--- config.mk ---
export PLATFORM = sky130hd
export DESIGN_NAME = intellitec_compressor_guard
export DESIGN_NICKNAME = d
export VERILOG_FILES = /design/src/rtl/intellitec_pkg.sv /design/src/rtl/intellitec_comp_channel.sv /design/src/rtl/intellitec_compressor_guard.sv
export SDC_FILE = /design/constraint.sdc
export NUM_CORES = 1
export LEC_CHECK = 0
export ABC_AREA = 0
export BUFFER_PORTS_ARGS = -buffer_cell sky130_fd_sc_hd__buf_2
export CORE_UTILIZATION = 55
export CTS_BUF_LIST = sky130_fd_sc_hd__clkbuf_4 sky130_fd_sc_hd__clkbuf_8
export CTS_CLUSTER_SIZE = 10
export DETAILED_ROUTE_END_ITERATION = 7
export PLACE_DENSITY = 0.71
export SYNTH_ARGS = -nofsm -noshare
export SYNTH_HDL_FRONTEND = slang
export SYNTH_HIERARCHICAL = 1
export SYNTH_SLANG_ARGS = --single-unit
--- constraint.sdc ---
create_clock -name clock -period 3.8 [get_ports clock]
set_input_delay 0.57 -clock clock [delete_from_list [all_inputs] [get_ports clock]]
set_output_delay 0.57 -clock clock [all_outputs]
set_load 0.02 [all_outputs]
--- src/rtl/intellitec_pkg.sv ---
// Shared types and helpers for the Intellitec compressor guard: channel state
// encoding and the width rule used to size every tick-based timer.
package intellitec_pkg;

  typedef enum logic [1:0] {
    LOCKOUT = 2'd0,
    READY   = 2'd1,
    RUN_MIN = 2'd2,
    RUN     = 2'd3
  } comp_state_e;

  // Bits needed to hold 0..max_ticks, never less than one bit.
  function automatic int tick_width(input int max_ticks);
    return (max_ticks < 1) ? 1 : $clog2(max_ticks + 1);
  endfunction

endpackage

--- src/rtl/intellitec_comp_channel.sv ---
// One compressor channel: 2-FF call synchroniser, tick-based debounce, and the
// anti-short-cycle state machine with its shared min-off/min-on timer.
module intellitec_comp_channel
  import intellitec_pkg::*;
#(
  parameter int DEBOUNCE_TICKS = 20,
  parameter int MIN_OFF_TICKS  = 180000,
  parameter int MIN_ON_TICKS   = 60000
) (
  input  logic clock,
  input  logic reset,
  input  logic tick_i,
  input  logic call_n_i,
  input  logic shed_i,
  input  logic grant_i,
  output logic start_req_o,
  output logic comp_on_o,
  output logic lockout_o
);

  localparam int DW = tick_width(DEBOUNCE_TICKS);
  localparam int TW = tick_width((MIN_OFF_TICKS > MIN_ON_TICKS) ? MIN_OFF_TICKS : MIN_ON_TICKS);
  localparam logic [DW-1:0] DEB_L     = DW'(DEBOUNCE_TICKS);
  localparam logic [TW-1:0] MIN_OFF_L = TW'(MIN_OFF_TICKS);
  localparam logic [TW-1:0] MIN_ON_L  = TW'(MIN_ON_TICKS);

  logic [1:0]    sync_q;
  logic          deb_n_q, deb_n_d;
  logic [DW-1:0] deb_cnt_q, deb_cnt_d, deb_cnt_inc;
  comp_state_e   state_q, state_d;
  logic [TW-1:0] timer_q, timer_d, timer_dec;
  logic          comp_on_q, lockout_q;
  logic          call;

  assign call        = ~deb_n_q;
  assign deb_cnt_inc = deb_cnt_q + DW'(1);
  assign timer_dec   = (tick_i && (timer_q != '0)) ? timer_q - TW'(1) : timer_q;
  assign start_req_o = (state_q == READY) && call && !shed_i;
  assign comp_on_o   = comp_on_q;
  assign lockout_o   = lockout_q;

  // Debounce: count ticks while the synchronised call disagrees; any agreement restarts.
  always_comb begin
    // NOTE: every always_comb output gets a default first so no path can infer a latch.
    deb_n_d   = deb_n_q;
    deb_cnt_d = '0;
    if (sync_q[1] != deb_n_q) begin
      deb_cnt_d = deb_cnt_q;
      if (tick_i) begin
        if (deb_cnt_inc >= DEB_L) begin
          deb_n_d   = sync_q[1];
          deb_cnt_d = '0;
        end else begin
          deb_cnt_d = deb_cnt_inc;
        end
      end
    end
  end

  always_comb begin
    state_d = state_q;
    timer_d = timer_dec;
    unique case (state_q)
      LOCKOUT: if (timer_dec == '0) state_d = READY;
      READY: begin
        if (start_req_o && grant_i) begin
          state_d = RUN_MIN;
          timer_d = MIN_ON_L;
        end
      end
      RUN_MIN: begin
        // Shed overrides the min-on guarantee, even on the expiry tick.
        if (shed_i) begin
          state_d = LOCKOUT;
          timer_d = MIN_OFF_L;
        end else if (timer_dec == '0) begin
          state_d = RUN;
        end
      end
      RUN: begin
        if (shed_i || !call) begin
          state_d = LOCKOUT;
          timer_d = MIN_OFF_L;
        end
      end
    endcase
  end

  always_ff @(posedge clock or posedge reset) begin
    if (reset) begin
      sync_q    <= 2'b11;
      deb_n_q   <= 1'b1;
      deb_cnt_q <= '0;
      state_q   <= LOCKOUT;
      timer_q   <= MIN_OFF_L;
      comp_on_q <= 1'b0;
      lockout_q <= 1'b1;
    end else begin
      // NOTE: sequential state uses non-blocking assignments so every register samples pre-edge values.
      sync_q    <= {sync_q[0], call_n_i};
      deb_n_q   <= deb_n_d;
      deb_cnt_q <= deb_cnt_d;
      state_q   <= state_d;
      timer_q   <= timer_d;
      comp_on_q <= (state_d == RUN_MIN) || (state_d == RUN);
      lockout_q <= (state_d == LOCKOUT);
    end
  end

endmodule

--- src/rtl/intellitec_compressor_guard.sv ---
// Compressor relay guard: shared tick prescaler, start-stagger timer and a
// fixed-priority start arbiter (channel 1 first) over two protected channels.
module intellitec_compressor_guard
  import intellitec_pkg::*;
#(
  parameter int TICK_DIV       = 50000,
  parameter int DEBOUNCE_TICKS = 20,
  parameter int MIN_OFF_TICKS  = 180000,
  parameter int MIN_ON_TICKS   = 60000,
  parameter int STAGGER_TICKS  = 5000
) (
  input  logic       clock,
  input  logic       reset,
  input  logic       ac1_n,
  input  logic       ac2_n,
  input  logic [1:0] shed,
  output logic       comp1_on,
  output logic       comp2_on,
  output logic       comp1_lockout,
  output logic       comp2_lockout
);

  localparam int PW = tick_width(TICK_DIV - 1);
  localparam int SW = tick_width(STAGGER_TICKS);
  localparam logic [PW-1:0] PRESC_MAX = PW'(TICK_DIV - 1);
  localparam logic [SW-1:0] STAGGER_L = SW'(STAGGER_TICKS);

  logic [PW-1:0] presc_q, presc_d;
  logic [SW-1:0] stag_q, stag_d;
  logic          tick;
  logic          req1, req2, grant1, grant2;

  assign tick   = (presc_q == '0);
  assign grant1 = req1 && (stag_q == '0);
  assign grant2 = req2 && (stag_q == '0) && !req1;

  always_comb begin
    presc_d = tick ? PRESC_MAX : presc_q - PW'(1);
    stag_d  = stag_q;
    if (grant1 || grant2) begin
      stag_d = STAGGER_L;
    end else if (tick && (stag_q != '0)) begin
      stag_d = stag_q - SW'(1);
    end
  end

  always_ff @(posedge clock or posedge reset) begin
    if (reset) begin
      presc_q <= '0;
      stag_q  <= '0;
    end else begin
      presc_q <= presc_d;
      stag_q  <= stag_d;
    end
  end

  intellitec_comp_channel #(
    .DEBOUNCE_TICKS(DEBOUNCE_TICKS),
    .MIN_OFF_TICKS (MIN_OFF_TICKS),
    .MIN_ON_TICKS  (MIN_ON_TICKS)
  ) u_ch1 (
    .clock      (clock),
    .reset      (reset),
    .tick_i     (tick),
    .call_n_i   (ac1_n),
    .shed_i     (shed[0]),
    .grant_i    (grant1),
    .start_req_o(req1),
    .comp_on_o  (comp1_on),
    .lockout_o  (comp1_lockout)
  );

  intellitec_comp_channel #(
    .DEBOUNCE_TICKS(DEBOUNCE_TICKS),
    .MIN_OFF_TICKS (MIN_OFF_TICKS),
    .MIN_ON_TICKS  (MIN_ON_TICKS)
  ) u_ch2 (
    .clock      (clock),
    .reset      (reset),
    .tick_i     (tick),
    .call_n_i   (ac2_n),
    .shed_i     (shed[1]),
    .grant_i    (grant2),
    .start_req_o(req2),
    .comp_on_o  (comp2_on),
    .lockout_o  (comp2_lockout)
  );

endmodule

After elaboration in Yosys (flattened, before gate mapping) --
Cells that the tools add are included.
Operators by class: bitwise logic cells 2, reduce and logical (&&, ||, !) cells 34, equality and inequality tests 14, multiplexer cells 31, add/subtract/negate cells 6, magnitude comparators 2
Operators with widths (number):
- two-way mux 18 bit | 8
- one-hot mux 18 bit (3 select lines) | 2
- logical NOT 18 bit | 2
- nonzero test 18 bit | 2
- subtractor 18 x 1 -> 18 bit, second input constant | 2
- two-way mux 5 bit | 6
- two-way mux 13 bit | 2
- two-way mux 2 bit | 10
- == test 2 bit, second input constant | 8
- logical NOT 16 bit | 1
- two-way mux 16 bit | 1
- one-hot mux 2 bit (4 select lines) | 2
- subtractor 16 x 1 -> 16 bit, second input constant | 1
- logical NOT 13 bit | 1
- nonzero test 13 bit | 1
- subtractor 13 x 1 -> 13 bit, second input constant | 1
- logical AND 1 bit | 12
- adder 5 x 1 -> 5 bit, second input constant | 2
- greater-or-equal comparator 5 bit, second input constant | 2
- logical NOT 2 bit | 4
- AND reduction 3 bit | 2
- logical OR 1 bit | 5
- == test 2 x 1 -> 1 bit, second input constant | 2
- != test 2 bit, second input constant | 2
- 4 further kinds | 8
Word-level totals: logic and storage cells 105, output and inout port bits 4, flip-flop bits (word level) 89

Depth between registers and ports, before layout --
Gate-level depths: netlist (run 1).
depth after elaboration 10, mapped depth 11, depth with buffers taken out 11

Cells and area by module --
Netlist (run 1), hierarchy kept.
Modules (own cells, without submodules):
- intellitec_comp_channel | area each 1721.7 um^2, times used 2, cells each 179
- intellitec_compressor_guard | area each 1477.7 um^2, times used 1, cells each 142

Worst setup path before layout (run 1) --
Ideal clock, no wire load.
path kind register to register, start register presc_q[11], end register u_ch1.lockout_q, in the netlist u_ch1/lockout_o, setup time 0.079 ns, arrival 3.140 ns, setup slack 0.581 ns, stages on the path, launching flop included 11, cells stage by stage dfrtp_1 -> or4_4 -> or4b_4 -> or2_4 -> clkinv_1 -> clkbuf_1 -> nand2_1 -> o41ai_1 -> nand4_1 -> or3_1 -> o211a_1
On the way: word-level cells in the longest chain between the ends 8
Ends and longest elaborated chain:
- start, declared | line intellitec_compressor_guard.sv:28 | logic [PW-1:0] presc_q, presc_d;
- start signal, assigned | line intellitec_compressor_guard.sv:52 | presc_q <= presc_d;
- logical NOT 16 bit * | line intellitec_compressor_guard.sv:33 | assign tick = (presc_q == '0);
- named net tick | line intellitec_compressor_guard.sv:30 | logic tick;
- logical AND 1 bit * | line intellitec_comp_channel.sv:37 | assign timer_dec = (tick_i && (timer_q != '0)) ? timer_q - TW'(1) : timer_q;
- two-way mux 18 bit * | line intellitec_comp_channel.sv:37
- logical NOT 18 bit * | line intellitec_comp_channel.sv:64, intellitec_comp_channel.sv:76
- two-way mux 2 bit | line intellitec_comp_channel.sv:76 | end else if (timer_dec == '0) begin
- two-way mux 2 bit | line intellitec_comp_channel.sv:73 | if (shed_i) begin
- one-hot mux 2 bit (4 select lines) * | line intellitec_comp_channel.sv:63 | unique case (state_q)
- logical NOT 2 bit * | line intellitec_comp_channel.sv:106 | lockout_q <= (state_d == LOCKOUT);
- end signal, assigned | line intellitec_comp_channel.sv:106
- end, declared | line intellitec_comp_channel.sv:32 | logic comp_on_q, lockout_q;
The timed path passes the listed nets; every way through them passes the cells marked *. A chain may end at the register's enable or synchronous reset.

Worst setup path in the final report (run 1) --
start register presc_q[11], end register u_ch2.lockout_q, in the netlist u_ch2/lockout_o
On the way: word-level cells in the longest chain between the ends 8
Ends and longest elaborated chain (line):
- logical NOT 16 bit * | intellitec_compressor_guard.sv:33
- named net tick | intellitec_compressor_guard.sv:30
- logical AND 1 bit * | intellitec_comp_channel.sv:37
- two-way mux 18 bit * | intellitec_comp_channel.sv:37
- logical NOT 18 bit * | intellitec_comp_channel.sv:64, intellitec_comp_channel.sv:76
- two-way mux 2 bit | intellitec_comp_channel.sv:76
- two-way mux 2 bit | intellitec_comp_channel.sv:73
- one-hot mux 2 bit (4 select lines) * | intellitec_comp_channel.sv:63
- logical NOT 2 bit * | intellitec_comp_channel.sv:106
- end signal, assigned | intellitec_comp_channel.sv:106
- end, declared | intellitec_comp_channel.sv:32
Marked as above.

==> results.ini, run 1 <==
[run_status]
outcome = completed

[finish]
fin_nets = 528
area_growth_pct = 7.04
nFillCells = 732
design_area_um2 = 5270
layout_commonest_cell = dfrtp_1
final_cell_mix = 63 x dfrtp_1, 55 x nand2_1, 50 x nor2_1
antenna_cells = 0
drive_gt1_frac = 0.170

[floorplanning]
core_um2 = 8680
ioPinCount = 10
die_w_um = 96.6
fp.dieArea_um2 = 9330
row_count = 34
initial_core_util = 0.567
die_y_um = 96.6

[synthesis]
syn_nets = 515
synth_area_per_cell_um2 = 9.84
synth_edf_count = 0
synth_seq_cells = 89
synth_area_um2 = 4920
yosysUniqueCellTypes = 62
yosysWarningCount = 6
synth_cells = 500
ys.flop_type = dfrtp_1
ys_seq_area_frac = 0.459
async_flop_share = 1.00

[sta]
tightest_slew_ns = 1.07
fmax_mhz = 288
fin_crit_sh = 0.913
final-setup-viol-count = 0
hold_viol_final = 0
report.final.slew_viol_count = 0
fin_crit_ns = 3.47
finalClockSkew_ns = 0.00614
setup-tns-final_ns = 0
slew_headroom = 0.285
rsz0062_at_grt = no

[route]
wirelength_um = 9600
vias = 3704
wl_per_cell_um = 15.3
firstDrtPassIters = 5
drt_iter0_drc = 177
postRouteAntennaNets = 0
drt_drc_violations_left = 0
routed_via_density = 5.92

[clock_network]
htree_levels = 3
cts_resized = 0
cts_setup_buffers = 0
clockBufferDepth = 2
clk_latency_ns = 0.35
cts.clk_slew.worst_paths_ns = 0.08
clock_sinks = 89
cts-root-buf = clkbuf_8
cts_tree = done
hold_buffers = 0
numCtsBuffers = 9

[critical_path]
crit_buf_inv = 1
cp-start-kind = flip-flop
cp_max_fo = 11
cpLargestDelayFamily = simple AND/OR/NAND/NOR gates
end_kind = flip-flop
slowest_delay_ns = 0.56
worstPathCellList = or4_4 > or4b_4 > or2_4 > clkinv_1 > and4bb_2 > a21boi_0 > a31oi_1 > nand4_1 > or3_1 > o211a_1
worstPathRequired_ns = 4.08
cp_slowest_cell = or4_4
crit_type = flip-flop to flip-flop
arrival_ns = 3.75

[placed_design]
post-dp-hpwl_um = 7030
portBuffers = 9
place_congestion = 0.927
place_area_um2 = 5090

[power_and_ir_drop]
peakVddDrop_uv = 145
leakagePower_nw = 2.03
p_per_area_nw_per_um2 = 299

[global_route]
grt_pass1_wl_um = 16400
grt_pass1_vias = 3549
grt_start_max_net_pins = 30
grt_overflow_total = 0
grt.total_usage = 0.227
antenna_found_initial = 0

[worst_hold_path]
hold_path_class = primary input to flip-flop

[flow_run]
cap_violations = 0

-- report_power, final --
| group | switching (mW) | internal, mW | leakage [nW] |
|---|---|---|---|
| sequential | 0.000991 | 0.951 | 1.02 |
| clock | 0.309 | 0.285 | 0.100 |
| combinational | 0.0239 | 0.00520 | 0.904 |
-- cell usage after synthesis (4+ instances only) --
master / count / area [um2]
o21ai_1: 4 / 20.0
dfrtp_1: 63 / 1580
o21ai_0: 18 / 90.1
nor3_1: 16 / 80.1
and3_1: 8 / 50.1
nand2_1: 55 / 206
nor2b_1: 6 / 37.5
a31oi_1: 4 / 25.0
nand4_1: 6 / 37.5
xor2_1: 28 / 245
o21a_1: 5 / 37.5
and2_1: 5 / 31.3
nor4_1: 14 / 87.6
or3_1: 11 / 68.8
dfstp_2: 26 / 683
a211oi_1: 4 / 30.0
xnor2_1: 28 / 245
inv_1: 16 / 60.1
nor2_1: 50 / 188
nand3_1: 21 / 105
clkbuf_1: 11 / 41.3
nor4_4: 6 / 128
ha_1: 9 / 113
a21oi_1: 18 / 90.1
-- sequential cells by signal, summed over array words and instances, names as in the netlist, 2 cells and up --
register and cells:
u_ch1/deb_cnt_q 5, u_ch1/timer_q 18, u_ch2/state_q 2, presc_q 16
u_ch2/sync_q 2, u_ch2/deb_cnt_q 5, stag_q 13, u_ch2/timer_q 18
u_ch1/sync_q 2, u_ch1/state_q 2
-- cell families after synthesis --
group,share of synthesized area
AOI/OAI and AO/OA,0.110
xor gates and xnor gates,0.0997
adders and majority gates,0.0229
buffers and inverters,0.0236
DFF,0.459
muxes,0.0130
and+or+nand+nor,0.272
-- through the flow --
stage	worst slack, ns	instances	util	power, mW	hold slack [ns]
floorplan	0.581	500	-	0.988	0.345
global placement	0.500	610	0.586	1.00	0.346
detailed placement	0.383	610	0.586	1.00	0.349
CTS	0.348	626	0.607	1.60	0.301
global route	0.162	626	0.607	1.64	0.305
finish	0.332	626	0.607	1.58	0.313
-- routing by layer --
| layer | GRT usage | wire [um] | vias up |
|---|---|---|---|
| met1 | 0.307 | 4490 | 1823 |
| met5 | 0 | 0 | - |
| met2 | 0.373 | 4690 | 62 |
| li1 | - | - | 1806 |
| met4 | 0.0686 | 126 | 0 |
| met3 | 0.0415 | 295 | 13 |
-- path summary, 6_finish.rpt --
check / start / to / slack (ns) / cells past startpoint
min in group asynchronous: reset / u_ch1/comp_on_o / 0.45 / 2
max in group asynchronous: reset / u_ch2/timer_q[10] / 2.58 / 3
min reg2reg: u_ch1/sync_q[0] / u_ch1/sync_q[1] / 0.37 / 0
max reg2reg: presc_q[11] / u_ch2/lockout_o / 0.33 / 10
min: ac1_n / u_ch1/sync_q[0] / 0.31 / 1
max: presc_q[11] / u_ch2/lockout_o / 0.33 / 10
-- final cells by class --
type	instances	area, um2	area share
multi-input combinational	382	2540	0.483
sequential	89	2260	0.429
clock buffer	13	166	0.0316
tap	108	135	0.0257
timing repair buffer	14	82.6	0.0157
inverter	17	63.8	0.0121
clock inverter	3	15.0	0.00285
Note: power is estimated with default switching activity, not from simulation.
==> run 2: changes to the inputs <==
Clock period 3.8 ns to 3.75 ns, I/O delays scaled along.
==> results.ini, run 2 (same netlist as run 1, synthesis figures left out) <==
[sta]
report.final.slew_viol_count = 0  ; unchanged
setup-tns-final_ns = 0  ; unchanged
fin_crit_ns = 3.48  ; +0.0139 ns
tightest_slew_ns = 1.09  ; +0.0164 ns
finalWorstSetupSlack_ns = 0.268  ; -0.0639 ns
hold_viol_final = 0  ; unchanged
fmax_mhz = 287  ; -0.40%
fin_crit_sh = 0.929  ; +0.0159
final-setup-viol-count = 0  ; unchanged
rsz0062_at_grt = no
slew_headroom = 0.274  ; -0.0109
finalClockSkew_ns = 0.0109  ; +0.00481 ns

[power_and_ir_drop]
p_clk_frac = 0.429  ; +0.052
p_sw_mw = 0.362  ; +8.4%
leakagePower_nw = 2.04  ; +0.75%
power_frac_comb = 0.017  ; about the same
p_int_mw = 1.38  ; +11%
p_per_area_nw_per_um2 = 328  ; +9.5%
peakVddDrop_uv = 209  ; +44%
power_frac_seq = 0.554  ; -0.050
switching_share = 0.208  ; -0.00390

[critical_path]
worstPathRequired_ns = 4.04  ; -0.04 ns
cp_slowest_cell = or4_4
crit_type = flip-flop to flip-flop
cp_max_fo = 11  ; unchanged
arrival_ns = 3.78  ; +0.03 ns
worstPathCellList = or4_4 > or4b_4 > or2_4 > clkinv_1 > and4bb_2 > a21boi_0 > a31oi_1 > nand4_1 > or3_1 > o211a_1
slowest_delay_ns = 0.57  ; about the same
cp-start-kind = flip-flop
reg2reg_from = presc_q[11]
end_kind = flip-flop
critPathLaunch = presc_q[11]

[placed_design]
preCtsSetupSlack_ns = 0.364  ; -0.0198 ns
portBuffers = 9  ; unchanged
post-dp-hpwl_um = 7060  ; +0.43%
place_congestion = 0.927  ; unchanged

[floorplanning]
die_y_um = 96.6  ; unchanged
ioPinCount = 10  ; unchanged
fp.dieArea_um2 = 9330  ; unchanged
die_w_um = 96.6  ; unchanged
row_count = 34  ; unchanged
core_um2 = 8680  ; unchanged
initial_core_util = 0.567  ; unchanged

[finish]
layout_commonest_cell = dfrtp_1
area_growth_pct = 8.01
antenna_cells = 0  ; unchanged
regArea_um2 = 2260  ; unchanged
final_cell_mix = 63 x dfrtp_1, 55 x nand2_1, 50 x nor2_1
multiInputGateArea_um2 = 2540  ; unchanged
nFillCells = 732  ; unchanged
fin_nets = 528  ; unchanged
largestRegisters = u_ch1/timer_q x18, u_ch2/timer_q x18, presc_q x16
drive_gt1_frac = 0.170  ; unchanged

[clock_network]
hold_buffers = 0  ; unchanged
clock_sinks = 89  ; unchanged
numCtsBuffers = 9  ; unchanged
cts-root-buf = clkbuf_8
htree_levels = 3  ; unchanged
cts_tree = done
cts.clk_slew.worst_paths_ns = 0.09  ; about the same
clockBufferDepth = 2  ; unchanged
cts_resized = 0  ; unchanged
cts_setup_buffers = 0  ; unchanged
clk_latency_ns = 0.36  ; about the same

[global_route]
grt_start_max_net_pins = 30  ; unchanged
grt.total_usage = 0.231  ; +0.00325
grt_overflow_total = 0  ; unchanged
grt_pass1_vias = 3484  ; -1.8%
antenna_found_initial = 0  ; unchanged
grt_pass1_wl_um = 16500  ; +0.21%

[route]
drt_iter0_drc = 155  ; -12%
wl_per_cell_um = 15.6  ; +1.4%
routed_via_density = 5.90  ; -0.30%
wirelength_um = 9740  ; +1.4%
firstDrtPassIters = 4  ; -1
wl_met2_um = 4710  ; +0.40%
vias = 3693  ; -0.30%
wl_met1_um = 4550  ; +1.4%
dr_wl_met3_um = 327  ; +11%
drt_drc_violations_left = 0  ; unchanged
postRouteAntennaNets = 0  ; unchanged
top_layer = met4

[worst_hold_path]
hold_path_class = primary input to flip-flop
hold_start = ac1_n

[run_status]
outcome = completed

[flow_run]
cap_violations = 0  ; unchanged

[run 2: cell count changes in the layout (fill, tap and decap cells not counted), sizes merged]
cell,before,now
bufinv,0,2
clkbuf,13,11
clkinv,4,3
clkinvlp,0,1
[run 2: path summary, 6_finish.rpt]
| check | end | slack (ns) | cells past startpoint |
|---|---|---|---|
| setup / recovery | u_ch2/lockout_o | 0.27 | 10 |
| hold / removal | u_ch1/sync_q[0] | 0.29 | 1 |
| setup reg to reg | u_ch2/lockout_o | 0.27 | 10 |
| hold reg to reg | u_ch1/sync_q[1] | 0.37 | 0 |
| max in group asynchronous | u_ch2/timer_q[10] | 2.55 | 3 |
| min in group asynchronous | u_ch1/comp_on_o | 0.43 | 2 |
[run 2: routing by layer]
layer / up-vias / GRT usage
met4: 0 / 0.0674
met2: 59 / 0.375
met5: - / 0
li1: 1806 / -
met1: 1814 / 0.304
met3: 14 / 0.0595
[run 2: final cells by class]
| type | count | share of cell area |
|---|---|---|
| inverter | 17 | 0.0120 |
| tap | 108 | 0.0254 |
| sequential | 89 | 0.425 |
| multi-input combinational | 382 | 0.479 |
| clock buffer | 11 | 0.0285 |
| timing repair buffer | 14 | 0.0155 |
| clock inverter | 5 | 0.0146 |
[run 2: through the flow]
stage	util	instance area, um2	power [mW]	hold WS [ns]	instances
detailed placement	0.586	5090	1.01	0.349	610
global route	0.612	5320	1.80	0.277	626
floorplan	-	4920	1.00	0.345	500
CTS	0.612	5320	1.76	0.275	626
global placement	0.586	5090	1.01	0.346	610
finish	0.612	5320	1.74	0.292	626
[run 2: power groups by stage]
stage | Clock, mW | Sequential, mW | Combinational (mW)
6_report | 0.747 | 0.965 | 0.0296
3_3_place_gp | 0 | 0.983 | 0.0305
2_1_floorplan | 0 | 0.983 | 0.0185
4_1_cts | 0.767 | 0.965 | 0.0318
5_1_grt | 0.802 | 0.966 | 0.0358
3_5_place_dp | 0 | 0.983 | 0.0316
[run 2: worst max-delay path: cells and delay by family, from the launching register on]
kind                   cells  cell delay (ns)
AO/OA/AOI/OAI              3             0.57
AND/OR/NAND/NOR            6             2.24
buffers and inverters      1             0.18
flip-flops                 1             0.42
==> run 3: changes to the inputs <==
Settings changed: CORE_UTILIZATION 55 to 35, PLACE_DENSITY 0.71 to unset.
==> results.ini, run 3 (same netlist as run 1, synthesis figures left out) <==
[floorplanning]
initial_core_util = 0.366  ; -0.201
fp.dieArea_um2 = 14500  ; +56%
core_um2 = 13500  ; +55%
ioPinCount = 10  ; unchanged
die_y_um = 121  ; +25%
row_count = 42  ; +24%
die_w_um = 121  ; +25%

[clock_network]
numCtsBuffers = 9  ; unchanged
cts-root-buf = clkbuf_8
cts.clk_slew.worst_paths_ns = 0.09  ; about the same
clockBufferDepth = 2  ; unchanged
cts_resized = 0  ; unchanged
clk_latency_ns = 0.37  ; about the same
cts_tree = done
clock_sinks = 89  ; unchanged
hold_buffers = 0  ; unchanged
htree_levels = 3  ; unchanged
cts_setup_buffers = 0  ; unchanged

[flow_run]
cap_violations = 0  ; unchanged

[sta]
final-setup-viol-count = 0  ; unchanged
fin_crit_sh = 0.881  ; -0.0474
finalClockSkew_ns = 0.00726  ; -0.00369 ns
setup-tns-final_ns = 0  ; unchanged
report.final.slew_viol_count = 0  ; unchanged
tightest_slew_ns = 1.08  ; -0.0107 ns
fin_crit_ns = 3.30  ; -0.178 ns
fmax_mhz = 303  ; +5.4%
slew_headroom = 0.281  ; +0.00716
hold_viol_final = 0  ; unchanged
rsz0062_at_grt = no

[global_route]
grt_overflow_total = 0  ; unchanged
grt.total_usage = 0.151  ; -0.0799
grt_pass1_wl_um = 17400  ; +5.5%
antenna_found_initial = 0  ; unchanged
grt_pass1_vias = 3682  ; +5.7%
grt_start_max_net_pins = 30  ; unchanged

[route]
vias = 3637  ; -1.5%
routed_via_density = 5.23  ; -11%
drt_drc_violations_left = 0  ; unchanged
wirelength_um = 9830  ; +0.89%
drt_iter0_drc = 165  ; +6.5%
wl_per_cell_um = 14.1  ; -9.1%
postRouteAntennaNets = 0  ; unchanged
firstDrtPassIters = 4  ; unchanged

[critical_path]
reg2reg_setup_slack_ns = 0.45  ; +0.18 ns
cp-start-kind = flip-flop
reg2reg_from = presc_q[10]
worstPathRequired_ns = 4.05  ; about the same
cp_max_fo = 11  ; unchanged
worstPathCellList = or4_4 > or4b_4 > or2_4 > clkinv_1 > and4bb_2 > a21boi_0 > a31oi_1 > nand4_1 > or3_1 > o211a_1
slowest_delay_ns = 0.54  ; -0.03 ns
cp_slowest_cell = or4_4
arrival_ns = 3.61  ; -0.17 ns
crit_type = flip-flop to flip-flop
rr_worst_depth = 10  ; unchanged
end_kind = flip-flop
r2r-end = u_ch2/lockout_o

[finish]
final_cells = 695  ; +11%
largestRegisters = u_ch1/timer_q x18, u_ch2/timer_q x18, presc_q x16
antenna_cells = 0  ; unchanged
final_cell_mix = 63 x dfrtp_1, 55 x nand2_1, 50 x nor2_1
fin_nets = 529  ; +0.19%
area_growth_pct = 9.31
drive_gt1_frac = 0.171  ; +0.00160
layout_commonest_cell = dfrtp_1

[placed_design]
dp.cells = 679  ; +11%
portBuffers = 9  ; unchanged
place_congestion = 0.891  ; -3.9%
post-dp-hpwl_um = 7150  ; +1.3%

[worst_hold_path]
hold_path_class = primary input to async pin

[run_status]
outcome = completed

[power_and_ir_drop]
p_clk_frac = 0.406  ; -0.023
switching_share = 0.214  ; +0.00556
power_frac_seq = 0.576  ; +0.022
power_frac_comb = 0.018  ; about the same
leakagePower_nw = 2.04  ; -0.11%
p_sw_mw = 0.358  ; -1.3%
p_int_mw = 1.32  ; -4.5%
p_per_area_nw_per_um2 = 311  ; -5.0%
peakVddDrop_uv = 134  ; -36%

run 3: changes by cell type in the layout (fill, tap and decap cells not counted):
cell | before | now
clkinvlp_4 | 1 | 0
bufinv_16 | 2 | 1
clkbuf_4 | 0 | 3
clkbuf_8 | 11 | 10
buf_4 | 5 | 6
run 3: layout make-up:
cell class,count,area [um2]
clock buffers,13,160
clock inverters,3,40.0
fillers,1337,8070
inverters,17,63.8
multi-input cells,382,2540
flip-flops and latches,89,2260
well taps,176,220
repair buffers,15,90.1
run 3: metrics by stage:
step           instance area (um2)   util  setup WS, ns  hold WS (ns)  total power, mW
2_1_floorplan                 4920      -         0.531         0.345             1.00
3_3_place_gp                  5180  0.385         0.516         0.346             1.01
3_5_place_dp                  5180  0.385         0.463         0.347             1.01
4_1_cts                       5380  0.400         0.450         0.265             1.71
5_1_grt                       5380  0.400         0.267         0.257             1.75
6_report                      5380  0.400         0.446         0.270             1.67
run 3: worst max-delay path by stage:
stage	to	slack, ns	start	cells past startpoint
finish	u_ch2/lockout_o	0.45	presc_q[10]	10
global route	u_ch2/lockout_o	0.27	presc_q[10]	10
CTS	u_ch1/lockout_o	0.45	presc_q[10]	10
detailed placement	u_ch1/lockout_o	0.46	presc_q[11]	10
global placement	u_ch1/lockout_o	0.52	presc_q[11]	10
floorplan	u_ch1/lockout_o	0.53	presc_q[11]	10
run 3: power groups by stage:
stage,clock network [mW],logic (mW),registers (mW)
final,0.679,0.0296,0.965
after global routing,0.747,0.0361,0.966
after CTS,0.713,0.0319,0.965
after detailed placement,0,0.0317,0.983
after global placement,0,0.0311,0.983
after floorplan,0,0.0185,0.983
run 3: critical path, delay by kind of cell, from the launching register on:
family          cells  cell delay [ns]
simple gates        6             2.15
compound gates      3             0.53
flops               1             0.43
buf+inv             1             0.11
run 3: per-layer routing:
layer,GRT usage,share of wire,vias up
li1,-,-,1805
met1,0.196,0.48,1770
met2,0.244,0.48,48
met3,0.0269,0.023,14
met4,0.0679,0.017,0
met5,0,0,-
